==> src/rtl/ring_ctrl_pkg.sv <==
// ring_ctrl_pkg: shared opcodes, rotate directions and sequencer state encoding
package ring_ctrl_pkg;
  localparam logic [1:0] OP_NOP    = 2'b00;
  localparam logic [1:0] OP_LOAD   = 2'b01;
  localparam logic [1:0] OP_ROTATE = 2'b10;
  localparam logic [1:0] OP_CLEAR  = 2'b11;
  localparam logic DIR_LEFT  = 1'b0;
  localparam logic DIR_RIGHT = 1'b1;
  typedef enum logic [1:0] {IDLE, ROT, DONE} state_e;
endpackage

==> src/rtl/ring_reg.sv <==
// ring_reg: ring shift register with parallel load and one-position rotate
module ring_reg
  import ring_ctrl_pkg::*;
#(
  parameter int SR_W = 8,
  parameter logic [SR_W-1:0] RESET_VAL = 8'hAA
) (
  input  logic            clk,
  input  logic            rst,
  input  logic            load_en,
  input  logic [SR_W-1:0] load_val,
  input  logic            shift_en,
  input  logic            dir,
  output logic [SR_W-1:0] ring
);
  always_ff @(posedge clk)
    if (rst) ring <= RESET_VAL;
    else if (load_en) ring <= load_val;
    else if (shift_en) ring <= (dir == DIR_RIGHT) ? {ring[0], ring[SR_W-1:1]} : {ring[SR_W-2:0], ring[SR_W-1]};
endmodule

==> src/rtl/ring_seq_ctrl.sv <==
// ring_seq_ctrl: command sequencer (LOAD/ROTATE/CLEAR) driving a ring register
module ring_seq_ctrl
  import ring_ctrl_pkg::*;
#(
  parameter int SR_W = 8,
  parameter int CNT_W = 8,
  parameter logic [SR_W-1:0] RESET_VAL = 8'hAA
) (
  input  logic             clk_i,
  input  logic             reset_i,
  input  logic             cmd_valid_i,
  output logic             cmd_ready_o,
  input  logic [1:0]       cmd_op_i,
  input  logic             cmd_dir_i,
  input  logic [SR_W-1:0]  cmd_data_i,
  input  logic [CNT_W-1:0] cmd_count_i,
  input  logic             step_en_i,
  input  logic             abort_i,
  output logic [SR_W-1:0]  ring_o,
  output logic [CNT_W-1:0] remaining_o,
  output logic             busy_o,
  output logic             done_o,
  output logic             aborted_o
);
  state_e state, state_n;
  logic [CNT_W-1:0] rem_n;
  logic dir_q, dir_n, ab_q, ab_n;
  logic load_en, shift_en;
  logic [SR_W-1:0] load_val;
  logic accept, rot_go;
  assign cmd_ready_o = (state == IDLE) & ~reset_i;
  assign accept = cmd_valid_i & cmd_ready_o;
  assign rot_go = (cmd_op_i == OP_ROTATE) && (cmd_count_i != '0);
  assign busy_o = state != IDLE;
  assign done_o = state == DONE;
  assign aborted_o = done_o & ab_q;
  always_comb begin
    state_n = state;
    rem_n = remaining_o;
    dir_n = dir_q;
    ab_n = ab_q;
    load_en = 1'b0;
    load_val = (cmd_op_i == OP_CLEAR) ? RESET_VAL : cmd_data_i;
    shift_en = 1'b0;
    unique case (state)
      IDLE: if (accept) begin
        state_n = rot_go ? ROT : DONE;
        load_en = (cmd_op_i == OP_LOAD) || (cmd_op_i == OP_CLEAR);
        rem_n = rot_go ? cmd_count_i : remaining_o;
        dir_n = rot_go ? cmd_dir_i : dir_q;
      end
      ROT: begin
        // abort wins over a pending step, even the final one
        ab_n = abort_i;
        shift_en = step_en_i & ~abort_i;
        rem_n = shift_en ? remaining_o - CNT_W'(1) : remaining_o;
        state_n = (abort_i || (shift_en && remaining_o == CNT_W'(1))) ? DONE : ROT;
      end
      DONE: begin
        state_n = IDLE;
        ab_n = 1'b0;
      end
      default: state_n = IDLE;
    endcase
  end
  always_ff @(posedge clk_i)
    if (reset_i) begin
      state <= IDLE;
      remaining_o <= '0;
      dir_q <= DIR_LEFT;
      ab_q <= 1'b0;
    end else begin
      state <= state_n;
      remaining_o <= rem_n;
      dir_q <= dir_n;
      ab_q <= ab_n;
    end
  ring_reg #(.SR_W(SR_W), .RESET_VAL(RESET_VAL)) u_ring (
    .clk(clk_i),
    .rst(reset_i),
    .load_en(load_en),
    .load_val(load_val),
    .shift_en(shift_en),
    .dir(dir_q),
    .ring(ring_o)
  );
endmodule

==> config.mk <==
export PLATFORM = sky130hd
export DESIGN_NAME = ring_seq_ctrl
export DESIGN_NICKNAME = d
export VERILOG_FILES = /design/src/rtl/ring_ctrl_pkg.sv /design/src/rtl/ring_reg.sv /design/src/rtl/ring_seq_ctrl.sv
export SDC_FILE = /design/constraint.sdc
export NUM_CORES = 1
export LEC_CHECK = 0
export BUFFER_PORTS_ARGS = -buffer_cell sky130_fd_sc_hd__buf_4
export CORE_ASPECT_RATIO = 1.75
export CORE_MARGIN = 2
export CORE_UTILIZATION = 50
export DETAILED_ROUTE_END_ITERATION = 8
export PLACE_DENSITY_LB_ADDON = 0.25
export SLEW_MARGIN = 20
export SYNTH_ARGS = -nofsm -noshare
export SYNTH_HDL_FRONTEND = slang
export SYNTH_SLANG_ARGS = --single-unit
==> constraint.sdc <==
create_clock -name clk_i -period 1.9 [get_ports clk_i]
set_input_delay 0 -clock clk_i [delete_from_list [all_inputs] [get_ports clk_i]]
set_output_delay 0 -clock clk_i [all_outputs]
set_load 0.02 [all_outputs]
==> impl_metrics.ini <==
[outcome]
status = finished clean

[cts]
cts_sinks = 20
post-cts-setup-buffer-count = 0
numCtsBuffers = 3
path_clk_slew_ns = 0.08
clock_path_buffers = 2
h-tree-depth = 1
cts_tree = done
clock-root-buffer = clkbuf_8
clk_latency_ns = 0.26

[placement]
place_congestion = 0.883
dp_slack_ns = 0.0414
io_buffers = 43
hpwl_mm = 3.10

[cells_and_area]
antenna_cells = 0
area_growth_pct = 34.0
fillCellCount = 219
fin_nets = 238
final_common_cell = buf_4
final_core_util_pct = 68.6
mostFrequentLayoutCells = buf_4, dfxtp_1, a21oi_1, nand2b_1, mux2i_1
drive_gt1_share_pct = 31.7

[worst_setup_path]
arrival_ns = 2.00
rrSetupSlack_ns = 0.08
setup.worst_path.start = state[1]
crit_type = flip-flop to flip-flop
reg2reg_depth = 6
r2r_end = remaining_o[6]
endpoint = remaining_o[6]
cp_max_fo = 7
required_ns = 2.07
end_kind = flip-flop
reg2reg_from = state[1]
cp-start-kind = flip-flop

[grt]
grt_pass1_vias = 1500
grt_max_degree = 22
globalRouteTotalUtil_pct = 26.8
grt_overflow = 0
grt_pass1_wl_mm = 6.53
antenna_found_initial = 0

[sta]
hold_viol = 0
layout_min_cycle_time_ns = 1.82
skew_ns = 0.00790
whs_ns = 0.00678
period_share_pct = 95.9
relSlewSlack_pct = 59.0
setup_viol = 0
finalMaxSlewViolations = 0
setup_slack_ns = 0.0784
clock.fmax_ghz = 0.549
tightest_slew_ns = 0.609
fin_tns_setup_ns = 0

[routing]
vias_per_cell = 6.17
dr.pass1.iters = 4
routed_wl_mm = 3.91
num_vias = 1451
drc = 0
ant_nets = 0
wl_per_cell_microns = 16.6
drt_iter0_markers = 56

[floorplan]
dieHeight_microns = 73.0
pin_count = 44
die_x_microns = 43.4
dieArea_sq_um = 3170
rows = 25
design.core.area_sq_um = 2660
start_util_pct = 51.2

[logic_synthesis]
synth_area_sq_um = 1360
syn_area_per_cell_sq_um = 8.40
netlist_instances = 162
ys_seq_elements = 20
yosysWarnings = 0
synth_seq_area_share_pct = 29.4
synth_cell_types = 39
synth_nets = 191

[power_and_ir_drop]
peakVddDrop_mv = 0.472
power_leakage_nw = 0.800
power.density_nw_per_um2 = 694
finalPower_mw = 1.27

[job]
maxCapViolCount = 0

[min_path]
min_path_type = input pin to flip-flop
[kinds of logic (layout without fill, tap and decap cells)]
kind of cell | after synthesis | count (layout) | share of synthesized area [%]
DFF | 20 | 20 | 29.4
buffers and inverters | 17 | 63 | 5.15
muxes | 11 | 11 | 8.09
adders and majority gates | 5 | 5 | 4.60
and+or+nand+nor | 64 | 64 | 28.8
AOI/OAI and AO/OA | 45 | 45 | 24.0
[layout make-up]
cell class | instances | area [sq um] | share of cell area (%)
Clock buffer | 3 | 41.3 | 2.26
Clock inverter | 1 | 30.0 | 1.65
Inverter | 7 | 26.3 | 1.44
Multi-Input combinational cell | 125 | 900 | 49.3
Sequential cell | 20 | 400 | 21.9
Tap cell | 27 | 33.8 | 1.85
Timing Repair Buffer | 52 | 393 | 21.5
[worst min path at each step]
| stage | start | endpoint | slack, ns | cells after the start |
|---|---|---|---|---|
| 3_5_place_dp | cmd_dir_i | dir_q | 0.25 | 3 |
| 4_1_cts | cmd_data_i[3] | u_ring.ring[3] | 0.01 | 3 |
| 3_3_place_gp | cmd_dir_i | dir_q | 0.23 | 3 |
| 6_report | cmd_data_i[3] | u_ring.ring[3] | 0.007 | 3 |
| 5_1_grt | cmd_data_i[7] | u_ring.ring[7] | 0.03 | 3 |
| 2_1_floorplan | cmd_dir_i | dir_q | 0.15 | 2 |
[report_power, final]
group          internal, mW  total, mW  switching, mW
Sequential            0.444      0.472         0.0284
Clock                 0.281      0.430          0.149
Combinational         0.175      0.363          0.188
Total                 0.900       1.27          0.366
[synth_stat cells, drive strengths merged]
master / number / area share, %
dfxtp: 20 / 29
a21oi: 13 / 4.8
mux2i: 11 / 8.1
nand2b: 11 / 5.1
nand2: 9 / 2.5
inv: 7 / 1.9
nand3: 7 / 2.6
nor2: 7 / 1.9
nand3b: 6 / 4.2
buf: 5 / 1.8
clkbuf: 5 / 1.4
ha: 5 / 4.6
nor3: 5 / 1.8
a32o: 4 / 2.9
nor4: 4 / 2.3
o211a: 4 / 2.9
o211ai: 4 / 2.2
o21ai: 4 / 1.5
or3b: 4 / 2.6
o31ai: 3 / 1.7
or3: 3 / 1.4
a211oi: 2 / 1.1
a21boi: 2 / 1.1
a31oi: 2 / 0.92
a41oi: 2 / 1.3
nor2b: 2 / 0.92
a211o: 1 / 0.64
a22o: 1 / 0.64
a22oi: 1 / 0.55
a311oi: 1 / 1.1
and2: 1 / 0.46
and2b: 1 / 0.55
and3: 1 / 0.46
and3b: 1 / 0.64
nand4bb: 1 / 0.83
nor3b: 1 / 0.55
o31a: 1 / 0.64
[repair_timing]
item,CTS,global route
hold endpoints to repair,1,0
resized for setup,0,4
setup endpoints to repair,0,10
hold buffers,1,0
[metrics by stage]
stage | std cells | area, sq um
final | 235 | 1820
after global routing | 235 | 1820
after CTS | 235 | 1820
after detailed placement | 230 | 1730
after global placement | 230 | 1730
after floorplan | 162 | 1360
[worst max-delay path: stages (launching register included)]
cell and delay (ns):
dfxtp_1 0.37, inv_1 0.08, ha_2 0.22, nand2b_1 0.17, a22o_2 0.32, or3_1 0.39, a21oi_1 0.19
[routing by layer]
| layer | share of wire [%] | up-vias | track usage, % |
|---|---|---|---|
| met5 | 0 | - | 0 |
| met4 | 3.4 | 0 | 16.5 |
| met3 | 4.4 | 12 | 3.47 |
| met2 | 57 | 58 | 50.2 |
| met1 | 35 | 685 | 26.4 |
| li1 | - | 696 | - |
Power figures use the tool's default switching activity.
